===== config.mk =====
export PLATFORM = sky130hd
export DESIGN_NAME = pixel_frame_writer_flat
export DESIGN_NICKNAME = d
export VERILOG_FILES = /design/src/rtl/pixel_frame_writer_pkg.sv /design/src/rtl/pixel_frame_writer_if.sv /design/src/rtl/pixel_frame_writer_addr_xlate.sv /design/src/rtl/pixel_frame_writer.sv /design/src/flat_wrapper.sv
export SDC_FILE = /design/constraint.sdc
export NUM_CORES = 1
export LEC_CHECK = 0
export CORE_MARGIN = 4
export CORE_UTILIZATION = 35
export CTS_BUF_LIST = sky130_fd_sc_hd__clkbuf_8
export DETAILED_ROUTE_END_ITERATION = 12
export PLACE_DENSITY = 0.58
export SLEW_MARGIN = 30
export SYNTH_ARGS = -nofsm -noshare
export SYNTH_HDL_FRONTEND = slang
export SYNTH_HIERARCHICAL = 1
export SYNTH_SLANG_ARGS = --single-unit

===== constraint.sdc =====
create_clock -name clk -period 6.1 [get_ports clk]
set_input_delay 0.915 -clock clk [delete_from_list [all_inputs] [get_ports clk]]
set_output_delay 0.915 -clock clk [all_outputs]
set_load 0.01 [all_outputs]

===== src/rtl/pixel_frame_writer_pkg.sv =====
// Shared definitions for the pixel frame writer: FSM state encoding,
// default frame geometry, pixel width and the RAM address width.
package pixel_frame_writer_pkg;

  localparam int WIDTH_DEF  = 6;
  localparam int HEIGHT_DEF = 6;
  localparam int COL_SZ     = 3;
  localparam int ADDR_W     = 6;

  typedef enum logic [1:0] {
    ST_IDLE = 2'd0,
    ST_LOAD = 2'd1,
    ST_DONE = 2'd2
  } state_t;

  // Counter width able to hold 0..n-1 (at least one bit).
  function automatic int cnt_w(input int n);
    return (n < 2) ? 1 : $clog2(n);
  endfunction

endpackage


===== src/rtl/pixel_frame_writer_if.sv =====
// Pixel stream handshake plus pixel RAM write port of the frame writer.
// master: the environment (pixel source / RAM side); slave: the writer.
interface pixel_frame_writer_if
  import pixel_frame_writer_pkg::*;
#(
  parameter int colSz  = COL_SZ,
  parameter int ADDR_BITS = ADDR_W
) ();

  logic [colSz-1:0]     pixIn;
  logic                 pixValid;
  logic                 pixReady;
  logic [ADDR_BITS-1:0] wrAddr;
  logic [colSz-1:0]     wrData;
  logic                 wrEn;

  modport master (
    output pixIn, pixValid,
    input  pixReady, wrAddr, wrData, wrEn
  );

  modport slave (
    input  pixIn, pixValid,
    output pixReady, wrAddr, wrData, wrEn
  );

endinterface


===== src/rtl/pixel_frame_writer_addr_xlate.sv =====
// Raster address translation: addr = y*WIDTH + x, unsigned and
// zero-extended. The default 6-pixel-wide frame uses y*4 + y*2 + x.
module pix_addr_xlate
  import pixel_frame_writer_pkg::*;
#(
  parameter int WIDTH = WIDTH_DEF,
  parameter int XW    = 3,
  parameter int YW    = 3,
  parameter int AW    = ADDR_W
) (
  input  logic [XW-1:0] x,
  input  logic [YW-1:0] y,
  output logic [AW-1:0] addr
);

  generate
    if (WIDTH == 6) begin : g_shift_add
      assign addr = (AW'(y) << 2) + (AW'(y) << 1) + AW'(x);
    end else begin : g_mult
      assign addr = AW'(y) * AW'(WIDTH) + AW'(x);
    end
  endgenerate

endmodule


===== src/rtl/pixel_frame_writer.sv =====
// Pixel frame writer: accepts one frame of raster-order pixels over a
// valid/ready handshake and writes each to pixel RAM one cycle later.
// Optional feature macro: PIX_BINARISE_EN (threshold pixels to 0 / all-ones).
module pixel_frame_writer
  import pixel_frame_writer_pkg::*;
#(
  parameter int WIDTH     = WIDTH_DEF,
  parameter int HEIGHT    = HEIGHT_DEF,
  parameter int colSz     = COL_SZ,
  parameter int THRESHOLD = 0
) (
  input  logic                 clk,
  input  logic                 resetn,
  input  logic                 start,
  output logic                 busy,
  output logic                 frameDone,
  pixel_frame_writer_if.slave  pix
);

  localparam int XW = cnt_w(WIDTH);
  localparam int YW = cnt_w(HEIGHT);

  state_t              state_reg;
  state_t              state_next;
  logic [XW-1:0]       x_reg;
  logic [YW-1:0]       y_reg;
  logic                accept;
  logic                last_pix;
  logic                pix_ready;
  logic [ADDR_W-1:0]   addr_calc;
  logic [colSz-1:0]    data_mapped;
  logic                wr_en_reg;
  logic [ADDR_W-1:0]   wr_addr_reg;
  logic [colSz-1:0]    wr_data_reg;

  assign last_pix = (x_reg == XW'(WIDTH - 1)) && (y_reg == YW'(HEIGHT - 1));

  pix_addr_xlate #(
    .WIDTH (WIDTH),
    .XW    (XW),
    .YW    (YW),
    .AW    (ADDR_W)
  ) u_addr (
    .x    (x_reg),
    .y    (y_reg),
    .addr (addr_calc)
  );

`ifdef PIX_BINARISE_EN
  localparam logic [colSz-1:0] THRESH = colSz'(THRESHOLD);
  // Binarise: anything above the threshold becomes full intensity.
  always_comb begin
    data_mapped = (pix.pixIn > THRESH) ? '1 : '0;
  end
`else
  // Pass-through pixel data.
  always_comb begin
    data_mapped = pix.pixIn;
  end
`endif

  // FSM state register.
  always_ff @(posedge clk or negedge resetn) begin
    if (!resetn) state_reg <= ST_IDLE;
    else         state_reg <= state_next;
  end

  // FSM next state and handshake/status outputs.
  always_comb begin
    state_next = state_reg;
    pix_ready  = 1'b0;
    busy       = 1'b0;
    frameDone  = 1'b0;
    accept     = 1'b0;
    case (state_reg)
      ST_IDLE: begin
        if (start) state_next = ST_LOAD;
      end
      ST_LOAD: begin
        pix_ready = 1'b1;
        busy      = 1'b1;
        accept    = pix.pixValid;
        if (pix.pixValid && last_pix) state_next = ST_DONE;
      end
      ST_DONE: begin
        // Final write is on the bus this cycle; the frame is complete.
        busy       = 1'b1;
        frameDone  = 1'b1;
        state_next = ST_IDLE;
      end
      default: state_next = ST_IDLE;
    endcase
  end

  assign pix.pixReady = pix_ready;

  // Raster x/y counters: cleared on frame start, advanced per accepted pixel.
  always_ff @(posedge clk or negedge resetn) begin
    if (!resetn) begin
      x_reg <= '0;
      y_reg <= '0;
    end else if (state_reg == ST_IDLE && start) begin
      x_reg <= '0;
      y_reg <= '0;
    end else if (accept) begin
      if (x_reg == XW'(WIDTH - 1)) begin
        x_reg <= '0;
        y_reg <= (y_reg == YW'(HEIGHT - 1)) ? '0 : y_reg + 1'b1;
      end else begin
        x_reg <= x_reg + 1'b1;
      end
    end
  end

  // Registered RAM write port, one cycle after acceptance.
  always_ff @(posedge clk or negedge resetn) begin
    if (!resetn) begin
      wr_en_reg   <= 1'b0;
      wr_addr_reg <= '0;
      wr_data_reg <= '0;
    end else begin
      wr_en_reg <= accept;
      if (accept) begin
        wr_addr_reg <= addr_calc;
        wr_data_reg <= data_mapped;
      end
    end
  end

  assign pix.wrEn   = wr_en_reg;
  assign pix.wrAddr = wr_addr_reg;
  assign pix.wrData = wr_data_reg;

endmodule


===== src/flat_wrapper.sv =====
// flat-port wrapper written by rule: the top's interface ports become plain ports
module pixel_frame_writer_flat import pixel_frame_writer_pkg::*;
#(
  parameter int WIDTH     = WIDTH_DEF,
  parameter int HEIGHT    = HEIGHT_DEF,
  parameter int colSz     = COL_SZ,
  parameter int THRESHOLD = 0
)
  (clk, resetn, start, busy, frameDone, pix_pixIn, pix_pixValid, pix_pixReady, pix_wrAddr, pix_wrData, pix_wrEn);
  pixel_frame_writer_if #(.colSz(colSz), .ADDR_BITS(6)) pix_i ();
  input  logic clk;
  input  logic resetn;
  input  logic start;
  output logic busy;
  output logic frameDone;
  input wire logic [$bits(pix_i.pixIn)-1:0] pix_pixIn;
  input wire logic [$bits(pix_i.pixValid)-1:0] pix_pixValid;
  output wire logic [$bits(pix_i.pixReady)-1:0] pix_pixReady;
  output wire logic [$bits(pix_i.wrAddr)-1:0] pix_wrAddr;
  output wire logic [$bits(pix_i.wrData)-1:0] pix_wrData;
  output wire logic [$bits(pix_i.wrEn)-1:0] pix_wrEn;
  assign pix_i.pixIn = pix_pixIn;
  assign pix_i.pixValid = pix_pixValid;
  assign pix_pixReady = pix_i.pixReady;
  assign pix_wrAddr = pix_i.wrAddr;
  assign pix_wrData = pix_i.wrData;
  assign pix_wrEn = pix_i.wrEn;
  pixel_frame_writer #(.WIDTH(WIDTH), .HEIGHT(HEIGHT), .colSz(colSz), .THRESHOLD(THRESHOLD)) u_core (.clk(clk), .resetn(resetn), .start(start), .busy(busy), .frameDone(frameDone), .pix(pix_i));
endmodule

==> results by group <==
Timing
  – Clock Skews: about 0.0010 ns
  – RSZ-0062 raised after global routing: false
  – F_max: between 400 and 500 MHz
  – Worst slew margin: 0.457
  – Setup violators final: 0
  – Final Cycle Share: 0.403
  – Setup TNS: 0 ns
  – Post-route worst setup slack: roughly 3.6 ns
  – Clock period minus final worst setup slack: between 2 and 2.5 ns
  – Pin slew with the least headroom to its limit: between 0.8 and 0.9 ns
  – Final slew viol count: 0
  – Hold Vio Cnt, Final: 0

Synth
  – Commonest cells post-synth: dfrtp_1 (18), inv_1 (13), mux2_2 (11), ha_1 (10)
  – Post-synth EDFFs: 0
  – Post-synth cell types: 24
  – Synth top area share: 0.462
  – Post-Syn Area: between 900 and 1000 sq um
  – Synth top area cells: dfrtp_1 (46%), ha_1 (13%), mux2_2 (13%)
  – Syn Nets: between 100 and 150
  – Post-synth top area cell: dfrtp_1
  – Main synth FF type: dfrtp_1
  – Most common cell in the netlist: dfrtp_1
  – Sequential share of the synthesized area: 0.462
  – Cell count after synthesis: 85
  – Seq cells post-synth: 18
  – Synth async-reset ratio: 1.00
  – Yosys warning count: 6
  – Syn avg cell area: about 11 sq um

Layout
  – Max reg flops: 6
  – Non-filler instance count after layout: approximately 140
  – Ant diodes: 0
  – Synthesis-to-finish area growth: 27.3%
  – Final Util: 0.483
  – # nets final: about 130
  – Finished Cell Area: around 1200 sq um
  – Layout cells sized above 1: 0.162
  – Filler Cells Inserted: 242

Clocking
  – TritonCTS buffer count: 3
  – CTS hold repair buffers: 0
  – Clock Sinks: 18
  – H-tree Lvls: 1
  – Post-cts gate resize count: 0
  – Root Driver: clkbuf_8
  – Maximum clock insertion buffer count: 2
  – Worst skew pair latency: 0.25 ns
  – CTS tree: built
  – Reg clk slew, reported paths: 0.07 ns
  – Setup bufs post-CTS: 0

Min path
  – Hold EP: u_core/pix.wrAddr[4]$_DFFE_PN0P_
  – Worst Hold Class: register to register
  – Min-Delay Path Depth: 1
  – Worst Hold Launch: u_core/pix.wrAddr[4]$_DFFE_PN0P_

Die
  – Rows: 18
  – Die Y-Extent: between 60 and 70 microns
  – Io pins: 20
  – Placeable Area: between 2000 and 3000 sq um
  – Initial Utilization: 0.380
  – Chip Width: ~60 microns
  – DIE AREA: roughly 3700 sq um

Power
  – Register share of total power: 0.385
  – Static Leak: 0.000590 uW
  – Clock power share: 0.214
  – Switch share: 0.305
  – Power Density: approximately 370 nW/um^2
  – P_int: roughly 320 uW
  – Maximum vdd drop: approximately 210 uV
  – Switching power: 138 uW
  – Gate power share: 0.401

Critical path
  – FF-to-FF setup slack: slightly below 4 ns
  – WS Path Type: register to primary output
  – Crit path DAT: between 1.5 and 2 ns
  – R2R cell count: 8
  – Reg-to-reg startpoint: u_core/y_reg[0]$_DFFE_PN0P_
  – CP Launch Type: register
  – Crit path max fanout: 4
  – Worst Setup End Kind: primary output
  – WP data required: 5.18 ns
  – Capturing point of the worst reg2reg path: u_core/pix.wrAddr[3]$_DFFE_PN0P_

Place
  – Place WS: roughly 3.6 ns
  – Area after DPL: roughly 1200 sq um
  – DPL Wire Length: around 1300 microns
  – IO Port Bufs: 19
  – GPL Wtd Cong: a little under 0.8
  – DP Cell Count: around 130

Global route
  – Final global-route overflow total: 0
  – First-pass GRT wire length: around 2800 microns
  – Total GRT Usage: 0.103
  – Largest net degree at the start of global routing: 19
  – Number of global-route vias before repair: about 660
  – Initial antenna violation count: 0

Run status
  – Outcome: finished, final reports clean

Route
  – Antenna viol nets, final: 0
  – Drt first pass iters: 2
  – Average wire per standard cell: 12.0 microns
  – Vias per Instance: approximately 4.7
  – Total number of vias: between 600 and 700
  – DR iter-0 viols: 11
  – DRC: 0
  – Final WL: about 1600 microns

Flow run
  – Max-cap violations: 0
[final cells by class]
cell class	instances	area, sq um	area share
Multi-Input combinational cell	51	459	0.370
Timing Repair Buffer	19	190	0.153
Sequential cell	18	450	0.363
Clock buffer	4	55.1	0.0444
Inverter	13	48.8	0.0393
Tap cell	30	37.5	0.0302
[layout by cell type, fill, tap and decap left out]
master / netlist / final
nand3b_1: 1 / 1
or3_4: 1 / 1
nor3_1: 1 / 1
nand3_1: 2 / 2
mux2_2: 11 / 11
xnor2_1: 3 / 3
nand4b_1: 1 / 1
and2_1: 1 / 1
clkdlybuf4s50_1: 0 / 19
or3_1: 1 / 1
or3b_1: 1 / 1
xor2_1: 1 / 1
a21oi_1: 3 / 3
nor2_1: 4 / 4
clkbuf_8: 0 / 4
ha_1: 10 / 10
a21oi_2: 1 / 1
nand2_1: 4 / 4
inv_1: 13 / 13
dfrtp_1: 18 / 18
nor3b_1: 1 / 1
o21ai_0: 2 / 2
fa_1: 2 / 2
[layer usage]
| layer | up-vias | track usage | routed length [microns] |
|---|---|---|---|
| met5 | - | 0 | 0 |
| met2 | 8 | 0.173 | 796 |
| met4 | 0 | 0.0372 | 24 |
| li1 | 314 | - | - |
| met3 | 2 | 0.0340 | 66 |
| met1 | 306 | 0.123 | 736 |
[power by group through the flow]
stage,clock network [uW],logic (uW),registers [uW]
finish,97.2,182,175
global route,107,202,179
CTS,101,187,174
detailed placement,0,186,177
global placement,0,186,176
floorplan,0,99.3,183
[cells by family (layout without fill, tap and decap cells)]
kind of cell    count (synthesis)  in the layout  share of synthesized area
flops                          18             18                      0.462
simple gates                   18             18                      0.104
buf+inv                        16             36                     0.0667
fa+ha+maj                      12             12                      0.169
mux                            11             11                      0.127
compound gates                  6              6                     0.0347
xor+xnor                        4              4                     0.0360
[stage by stage]
stage	hold slack, ns	power [uW]
2_1_floorplan	0.506	282
3_3_place_gp	0.489	362
3_5_place_dp	0.494	363
4_1_cts	0.511	462
5_1_grt	0.532	487
6_report	0.507	454
[worst max-delay path by stage]
stage	from	to	depth (start not counted)
3_3_place_gp	pix_pixValid	u_core/y_reg[2]$_DFFE_PN0P_	5
5_1_grt	u_core/state_reg[1]$_DFFE_PN0P_	pix_pixReady	3
2_1_floorplan	u_core/y_reg[0]$_DFFE_PN0P_	u_core/pix.wrAddr[3]$_DFFE_PN0P_	8
6_report	u_core/state_reg[0]$_DFFE_PN0P_	busy	3
4_1_cts	u_core/state_reg[1]$_DFFE_PN0P_	pix_pixReady	3
3_5_place_dp	pix_pixValid	u_core/y_reg[2]$_DFFE_PN0P_	5
[critical path, cell delays in order, from the launching register on]
cell             delay (ns)
dfrtp_1                0.40
inv_1                  0.09
ha_1                   0.28
clkdlybuf4s50_1        0.53
Power figures use the tool's default switching activity.
